--- src/rtl/esc_pkg.sv ---
// rtl/esc_pkg.sv - shared types, default constants and helpers for the ESC pulse transmitter
package esc_pkg;

  localparam int CLK_PER_US_DEF = 50;
  localparam int FRAME_US_DEF   = 20000;
  localparam int MIN_US_DEF     = 1000;
  localparam int RATIO_MAX_DEF  = 1000;
  localparam int ARM_FRAMES_DEF = 100;
  localparam int SLEW_STEP_DEF  = 20;

  localparam int RATIO_W = 11;
  localparam int WIDTH_W = 12;

  // Throttle ratio as produced by the stabiliser (0..1000 nominal).
  typedef logic [RATIO_W-1:0] ratio_t;
  // Pulse width in microseconds.
  typedef logic [WIDTH_W-1:0] width_t;

  typedef enum logic [1:0] {
    DISARMED = 2'd0,
    ARMING   = 2'd1,
    ARMED    = 2'd2
  } esc_state_t;

  function automatic ratio_t clamp_ratio(input ratio_t r, input ratio_t lim);
    return (r > lim) ? lim : r;
  endfunction

  // Move cur toward tgt by at most step, landing exactly on tgt when close.
  function automatic ratio_t slew_toward(input ratio_t cur, input ratio_t tgt, input ratio_t step);
    ratio_t res;
    if (tgt > cur) begin
      res = ((tgt - cur) > step) ? (cur + step) : tgt;
    end else begin
      res = ((cur - tgt) > step) ? (cur - step) : tgt;
    end
    return res;
  endfunction

endpackage

--- src/rtl/esc_pwm_tx_if.sv ---
// rtl/esc_pwm_tx_if.sv - ratio/arm inputs and pulse outputs of the ESC pulse transmitter
interface esc_pwm_tx_if;
  import esc_pkg::*;

  ratio_t m1ratio;
  ratio_t m2ratio;
  ratio_t m3ratio;
  ratio_t m4ratio;
  logic   arm_req;
  logic   pwm1;
  logic   pwm2;
  logic   pwm3;
  logic   pwm4;
  logic   frame_start;
  logic   armed;

  // Upstream controller side: supplies ratios and the arm request.
  modport master (
    output m1ratio, m2ratio, m3ratio, m4ratio, arm_req,
    input  pwm1, pwm2, pwm3, pwm4, frame_start, armed
  );

  // Transmitter side.
  modport slave (
    input  m1ratio, m2ratio, m3ratio, m4ratio, arm_req,
    output pwm1, pwm2, pwm3, pwm4, frame_start, armed
  );

endinterface

--- src/rtl/esc_pwm_channel.sv ---
// rtl/esc_pwm_channel.sv - one ESC channel: clamp, optional slew (ESC_SLEW_LIMIT_EN), shadow and compare
module esc_pwm_channel
  import esc_pkg::*;
#(
  parameter int MIN_US    = MIN_US_DEF,
  parameter int RATIO_MAX = RATIO_MAX_DEF,
  parameter int SLEW_STEP = SLEW_STEP_DEF,
  parameter int FW        = 15
) (
  input  logic          clk,
  input  logic          rst,
  input  logic          boundary_i,
  input  logic          load_i,
  input  logic          en_i,
  input  logic [FW-1:0] frame_us_i,
  input  ratio_t        ratio_i,
  output logic          pwm_o
);

  localparam ratio_t RMAX = ratio_t'(RATIO_MAX);

  ratio_t target;
  ratio_t sh_q;
  ratio_t sh_d;
  width_t width;
  logic   pwm_q;
  logic   pwm_d;

  assign target = clamp_ratio(ratio_i, RMAX);
  assign width  = width_t'(MIN_US) + width_t'(sh_q);

`ifdef ESC_SLEW_LIMIT_EN
  localparam ratio_t STEP = ratio_t'(SLEW_STEP);

  // Shadow only moves at a frame boundary; outside ARMED it is held at zero.
  always_comb begin
    sh_d = sh_q;
    if (boundary_i) begin
      if (load_i) begin
        sh_d = slew_toward(sh_q, target, STEP);
      end else begin
        sh_d = '0;
      end
    end
  end
`else
  // Shadow only moves at a frame boundary; outside ARMED it is held at zero.
  always_comb begin
    sh_d = sh_q;
    if (boundary_i) begin
      if (load_i) begin
        sh_d = target;
      end else begin
        sh_d = '0;
      end
    end
  end
`endif

  // Pulse is high from the frame wrap until the count reaches the latched width.
  always_comb begin
    pwm_d = en_i && (32'(frame_us_i) < 32'(width));
  end

  // Shadow ratio and registered pulse output.
  always_ff @(posedge clk or negedge rst) begin
    if (!rst) begin
      sh_q  <= '0;
      pwm_q <= 1'b0;
    end else begin
      sh_q  <= sh_d;
      pwm_q <= pwm_d;
    end
  end

  assign pwm_o = pwm_q;

endmodule

--- src/rtl/esc_pwm_tx.sv ---
// rtl/esc_pwm_tx.sv - four-channel 50 Hz ESC pulse transmitter with arming sequencer (option ESC_SLEW_LIMIT_EN)
module esc_pwm_tx
  import esc_pkg::*;
#(
  parameter int CLK_PER_US = CLK_PER_US_DEF,
  parameter int FRAME_US   = FRAME_US_DEF,
  parameter int MIN_US     = MIN_US_DEF,
  parameter int RATIO_MAX  = RATIO_MAX_DEF,
  parameter int ARM_FRAMES = ARM_FRAMES_DEF,
  parameter int SLEW_STEP  = SLEW_STEP_DEF
) (
  input logic           clk,
  input logic           rst,
  esc_pwm_tx_if.slave   bus_if
);

  localparam int FW = $clog2(FRAME_US);
  localparam int PW = (CLK_PER_US > 1) ? $clog2(CLK_PER_US) : 1;
  localparam int AW = (ARM_FRAMES > 1) ? $clog2(ARM_FRAMES) : 1;

  logic [PW-1:0] presc_q;
  logic [PW-1:0] presc_d;
  logic [FW-1:0] frame_us_q;
  logic [FW-1:0] frame_us_d;
  logic          frame_start_q;
  logic          frame_start_d;
  esc_state_t    state_q;
  esc_state_t    state_d;
  logic [AW-1:0] arm_cnt_q;
  logic [AW-1:0] arm_cnt_d;
  logic          armed_q;
  logic          armed_d;

  logic us_tick;
  logic boundary;
  logic ch_en;
  logic ch_load;

  assign us_tick  = (presc_q == PW'(CLK_PER_US - 1));
  assign boundary = us_tick && (frame_us_q == FW'(FRAME_US - 1));

  // Microsecond prescaler and frame position counter.
  always_comb begin
    presc_d       = us_tick ? '0 : presc_q + 1'b1;
    frame_us_d    = frame_us_q;
    frame_start_d = boundary;
    if (us_tick) begin
      frame_us_d = boundary ? '0 : frame_us_q + 1'b1;
    end
  end

  // Arming sequencer: arm_req is only looked at on a frame boundary.
  always_comb begin
    state_d   = state_q;
    arm_cnt_d = arm_cnt_q;
    if (boundary) begin
      case (state_q)
        DISARMED: begin
          if (bus_if.arm_req) begin
            state_d   = ARMING;
            arm_cnt_d = '0;
          end
        end
        ARMING: begin
          arm_cnt_d = arm_cnt_q + 1'b1;
          if (!bus_if.arm_req) begin
            state_d = DISARMED;
          end else if (arm_cnt_q == AW'(ARM_FRAMES - 1)) begin
            state_d = ARMED;
          end
        end
        ARMED: begin
          if (!bus_if.arm_req) begin
            state_d = DISARMED;
          end
        end
        default: begin
          state_d = DISARMED;
        end
      endcase
    end
    armed_d = (state_d == ARMED);
  end

  // Timing and sequencer state registers.
  always_ff @(posedge clk or negedge rst) begin
    if (!rst) begin
      presc_q       <= '0;
      frame_us_q    <= '0;
      frame_start_q <= 1'b0;
      state_q       <= DISARMED;
      arm_cnt_q     <= '0;
      armed_q       <= 1'b0;
    end else begin
      presc_q       <= presc_d;
      frame_us_q    <= frame_us_d;
      frame_start_q <= frame_start_d;
      state_q       <= state_d;
      arm_cnt_q     <= arm_cnt_d;
      armed_q       <= armed_d;
    end
  end

  // Pulses are enabled for the frame the state machine is currently in;
  // shadows load live ratios only for frames that will run ARMED.
  assign ch_en   = (state_q != DISARMED);
  assign ch_load = (state_d == ARMED);

  esc_pwm_channel #(
    .MIN_US(MIN_US), .RATIO_MAX(RATIO_MAX), .SLEW_STEP(SLEW_STEP), .FW(FW)
  ) u_ch1 (
    .clk(clk), .rst(rst), .boundary_i(boundary), .load_i(ch_load), .en_i(ch_en),
    .frame_us_i(frame_us_q), .ratio_i(bus_if.m1ratio), .pwm_o(bus_if.pwm1)
  );

  esc_pwm_channel #(
    .MIN_US(MIN_US), .RATIO_MAX(RATIO_MAX), .SLEW_STEP(SLEW_STEP), .FW(FW)
  ) u_ch2 (
    .clk(clk), .rst(rst), .boundary_i(boundary), .load_i(ch_load), .en_i(ch_en),
    .frame_us_i(frame_us_q), .ratio_i(bus_if.m2ratio), .pwm_o(bus_if.pwm2)
  );

  esc_pwm_channel #(
    .MIN_US(MIN_US), .RATIO_MAX(RATIO_MAX), .SLEW_STEP(SLEW_STEP), .FW(FW)
  ) u_ch3 (
    .clk(clk), .rst(rst), .boundary_i(boundary), .load_i(ch_load), .en_i(ch_en),
    .frame_us_i(frame_us_q), .ratio_i(bus_if.m3ratio), .pwm_o(bus_if.pwm3)
  );

  esc_pwm_channel #(
    .MIN_US(MIN_US), .RATIO_MAX(RATIO_MAX), .SLEW_STEP(SLEW_STEP), .FW(FW)
  ) u_ch4 (
    .clk(clk), .rst(rst), .boundary_i(boundary), .load_i(ch_load), .en_i(ch_en),
    .frame_us_i(frame_us_q), .ratio_i(bus_if.m4ratio), .pwm_o(bus_if.pwm4)
  );

  assign bus_if.frame_start = frame_start_q;
  assign bus_if.armed       = armed_q;

endmodule

--- src/flat_wrapper.sv ---
// flat-port wrapper written by rule: the top's interface ports become plain ports
module esc_pwm_tx_flat import esc_pkg::*;
#(
  parameter int CLK_PER_US = CLK_PER_US_DEF,
  parameter int FRAME_US   = FRAME_US_DEF,
  parameter int MIN_US     = MIN_US_DEF,
  parameter int RATIO_MAX  = RATIO_MAX_DEF,
  parameter int ARM_FRAMES = ARM_FRAMES_DEF,
  parameter int SLEW_STEP  = SLEW_STEP_DEF
)
  (clk, rst, bus_if_m1ratio, bus_if_m2ratio, bus_if_m3ratio, bus_if_m4ratio, bus_if_arm_req, bus_if_pwm1, bus_if_pwm2, bus_if_pwm3, bus_if_pwm4, bus_if_frame_start, bus_if_armed);
  esc_pwm_tx_if bus_if_i ();
  input logic clk;
  input logic rst;
  input wire logic [$bits(bus_if_i.m1ratio)-1:0] bus_if_m1ratio;
  input wire logic [$bits(bus_if_i.m2ratio)-1:0] bus_if_m2ratio;
  input wire logic [$bits(bus_if_i.m3ratio)-1:0] bus_if_m3ratio;
  input wire logic [$bits(bus_if_i.m4ratio)-1:0] bus_if_m4ratio;
  input wire logic [$bits(bus_if_i.arm_req)-1:0] bus_if_arm_req;
  output wire logic [$bits(bus_if_i.pwm1)-1:0] bus_if_pwm1;
  output wire logic [$bits(bus_if_i.pwm2)-1:0] bus_if_pwm2;
  output wire logic [$bits(bus_if_i.pwm3)-1:0] bus_if_pwm3;
  output wire logic [$bits(bus_if_i.pwm4)-1:0] bus_if_pwm4;
  output wire logic [$bits(bus_if_i.frame_start)-1:0] bus_if_frame_start;
  output wire logic [$bits(bus_if_i.armed)-1:0] bus_if_armed;
  assign bus_if_i.m1ratio = bus_if_m1ratio;
  assign bus_if_i.m2ratio = bus_if_m2ratio;
  assign bus_if_i.m3ratio = bus_if_m3ratio;
  assign bus_if_i.m4ratio = bus_if_m4ratio;
  assign bus_if_i.arm_req = bus_if_arm_req;
  assign bus_if_pwm1 = bus_if_i.pwm1;
  assign bus_if_pwm2 = bus_if_i.pwm2;
  assign bus_if_pwm3 = bus_if_i.pwm3;
  assign bus_if_pwm4 = bus_if_i.pwm4;
  assign bus_if_frame_start = bus_if_i.frame_start;
  assign bus_if_armed = bus_if_i.armed;
  esc_pwm_tx #(.CLK_PER_US(CLK_PER_US), .FRAME_US(FRAME_US), .MIN_US(MIN_US), .RATIO_MAX(RATIO_MAX), .ARM_FRAMES(ARM_FRAMES), .SLEW_STEP(SLEW_STEP)) u_core (.clk(clk), .rst(rst), .bus_if(bus_if_i));
endmodule
--- config.mk ---
export PLATFORM = sky130hd
export DESIGN_NAME = esc_pwm_tx_flat
export DESIGN_NICKNAME = d
export VERILOG_FILES = /design/src/rtl/esc_pkg.sv /design/src/rtl/esc_pwm_tx_if.sv /design/src/rtl/esc_pwm_channel.sv /design/src/rtl/esc_pwm_tx.sv /design/src/flat_wrapper.sv
export SDC_FILE = /design/constraint.sdc
export NUM_CORES = 1
export LEC_CHECK = 0
export BUFFER_PORTS_ARGS = -buffer_cell sky130_fd_sc_hd__buf_4
export CAP_MARGIN = 5
export CORE_ASPECT_RATIO = 0.9
export CORE_MARGIN = 2
export CORE_UTILIZATION = 55
export CTS_CLUSTER_SIZE = 30
export DETAILED_ROUTE_END_ITERATION = 8
export GPL_ROUTABILITY_DRIVEN = 0
export GPL_TIMING_DRIVEN = 0
export PLACE_DENSITY_LB_ADDON = 0.25
export SLEW_MARGIN = 25
export SYNTH_ARGS = -nofsm -noshare
export SYNTH_HDL_FRONTEND = slang
export SYNTH_HIERARCHICAL = 1
export SYNTH_SLANG_ARGS = --single-unit
--- constraint.sdc ---
create_clock -name clk -period 6.4 [get_ports clk]
set_input_delay 1.6 -clock clk [delete_from_list [all_inputs] [get_ports clk]]
set_output_delay 1.6 -clock clk [all_outputs]
set_load 0.005 [all_outputs]
==> impl_metrics.ini <==
[detailed_routing]
wl_met3_um = 537
vias = 4324
met2RoutedLength_um = 5450
drc = 0
wirelength_um = 11500
drt_iter0_markers = 214
met1_length_um = 5260
drt_pass1_iterations = 4
maxUsedRoutingLayer = met4
wire_per_inst_um = 15.8
ant_nets = 0
avgViaCountPerCell = 5.96

[global_routing]
antenna_found_initial = 0
gr-total-overflow = 0
grt_max_degree = 81
grt_pass1_wl_um = 19000
grt_usage = 0.239
first_global_vias = 4115

[synth]
synth_nets = 634
synth_area_sq_um = 5120
synth_top_family_by_area = compound AO/OA/AOI/OAI gates
yosysWarnings = 6
async_flop_share = 1.00
synthFlopType = dfrtp_1
yosys.area.top_type_share = 0.391
yosysMostFrequentCell = dfrtp_1
syn_avg_cell_area_sq_um = 9.56
netlist_instances = 535
synthMuxAreaShare = 0.00416
synthAdderAreaFrac = 0.127
ys_ff_latch = 80
yosys.area.top_type = dfrtp_1
synthTopCellsByCount = dfrtp_1, ha_1, inv_1, o21ai_0, nand2_1
synth_area_leaders = dfrtp_1, ha_1, xnor2_1, o21ai_0, inv_1
synth_edf_count = 0
synth-simple-area-share = 0.165
synth-xor-area-share = 0.0616
ys_types = 48
yosysSeqAreaShare = 0.391
synth_compound_area_frac = 0.208

[setup_path]
critical_path.endpoint_type = flip-flop
crit_fanout = 29
crit_type = flip-flop to flip-flop
crit_required_ns = 6.65
start_kind = flip-flop
reg2reg_setup_slack_ns = 2.91
critPathArrivalTime_ns = 3.75

[status]
status = finished clean

[sta]
finalClockSkew_ns = 0.0115
min_period_ns = 3.49
timing_hold_violations_final = 0
slew_violations = 0
rsz0062_at_grt = no
slew_headroom = 0.344
fin_crit_sh = 0.546
worst_slew_pin_slew_ns = 0.982
setup-tns-final_ns = 0
whs_ns = 0.515
fmax_mhz = 286
setup_viol = 0

[clock_network]
clk_path_buf_depth = 2
insertion_delay_ns = 0.37
cts_tree = yes
cts-root-buf = clkbuf_8
cts_setup_buffers = 0
cts-resized-gates = 0
cts_made_buffers = 9
hold_buffers = 0
path_clk_slew_ns = 0.08
h-tree-depth = 3
cts_num_sinks = 80

[die]
ios = 53
die_area_sq_um = 10100
die_w_um = 106
core-area_sq_um = 9080
rows = 33
start_util = 0.563
fp.dieH_um = 95.5

[pwr]
power_density_nw_per_um2 = 163
sequentialPowerShare = 0.524
peakVddDrop_v = 0.000117
p_leak_nw = 2.78
p_sw_mw = 0.208
clkPwrFrac = 0.432
p_comb_frac = 0.044
swShare = 0.216
p_int_mw = 0.756
power_mw = 0.964

[placed_design]
place_inst = 710
dp_hpwl_um = 8220
placed_area_sq_um = 5690
port_buffers = 52

[layout]
drive_gt1_frac = 0.151
diodes = 0
final_cells = 726
fin_area_sq_um = 5920
area_growth_pct = 15.7
final_nets = 698
n_fill_cell = 740

[job]
maxCapViolations = 0

[hold_path]
hp-class = flip-flop to flip-flop
## critical path: stages (launching register included)
cell	delay, ns
dfrtp_1	0.41
inv_1	0.07
ha_1	0.15
nor3b_2	0.29
nand4_1	0.44
o311ai_0	0.47
nand2_1	0.66
and2b_2	0.51
o211a_1	0.16
a22o_2	0.21
## metal layers
layer | track usage | up-vias
met3 | 0.0581 | 22
met4 | 0.0954 | 0
li1 | - | 2120
met5 | 0 | -
met1 | 0.309 | 2081
met2 | 0.389 | 101
## power groups by stage
stage                     combinational, mW  clock (mW)  sequential, mW
after floorplan                     0.00486           0           0.516
final                                0.0425       0.416           0.505
after global routing                 0.0477       0.447           0.505
after global placement               0.0415           0           0.515
after detailed placement             0.0430           0           0.515
after CTS                            0.0433       0.426           0.505
## layout make-up
type	instances	area, sq um	area share
timing repair buffer	53	422	0.0712
buffer	8	31.3	0.00528
sequential	80	2000	0.338
inverter	50	188	0.0317
tap	122	153	0.0258
clock buffer	11	141	0.0239
multi-input combinational	397	2900	0.490
clock inverter	5	80.1	0.0135
## cells by family after synthesis
family	count (synthesis)
compound gates	155
xor+xnor	36
fa+ha+maj	52
buf+inv	58
flops	80
mux	2
simple gates	152
## placed cells by master (no fill, tap or decap), drive strengths merged, types with 8 or more instances in the layout
| cell type | count |
|---|---|
| clkbuf | 18 |
| xnor2 | 25 |
| ha | 52 |
| dfrtp | 80 |
| a21oi | 24 |
| nand4 | 13 |
| o21ai | 38 |
| nor3 | 10 |
| nand3 | 18 |
| nor4 | 8 |
| inv | 50 |
| and3 | 8 |
| a31oi | 9 |
| nand2b | 9 |
| o211ai | 20 |
| buf | 54 |
| xor2 | 11 |
| a21o | 9 |
| nor2 | 21 |
| nand2 | 30 |
| a22o | 17 |
## through the flow
stage	utilization	setup WS [ns]
4_1_cts	0.651	2.92
2_1_floorplan	-	3.26
5_1_grt	0.652	2.63
3_3_place_gp	0.623	2.53
6_report	0.652	2.91
3_5_place_dp	0.627	2.68
## flip-flops by register name, indices dropped and copies added, names as in the netlist
name	count
u_core/u_ch3/sh_q	11
u_core/u_ch4/sh_q	11
u_core/bus_if.frame_start	1
u_core/u_ch2/sh_q	11
u_core/u_ch1/sh_q	11
u_core/state_q	2
u_core/u_ch2/pwm_o	1
u_core/frame_us_q	15
u_core/u_ch3/pwm_o	1
u_core/bus_if.armed	1
u_core/presc_q	6
u_core/arm_cnt_q	7
u_core/u_ch1/pwm_o	1
u_core/u_ch4/pwm_o	1
## path summary, 6_finish.rpt
path                            cells past startpoint               from              endpoint
max in group asynchronous                           1                rst  u_core/u_ch4/sh_q[8]
worst max-delay path                                9  u_core/presc_q[1]  u_core/u_ch4/sh_q[0]
worst min-delay path                                1  u_core/presc_q[0]     u_core/presc_q[0]
worst max register to register                      9  u_core/presc_q[1]  u_core/u_ch4/sh_q[0]
min in group asynchronous                           1                rst   u_core/arm_cnt_q[3]
worst min register to register                      1  u_core/presc_q[0]     u_core/presc_q[0]
Power figures use the tool's default switching activity.
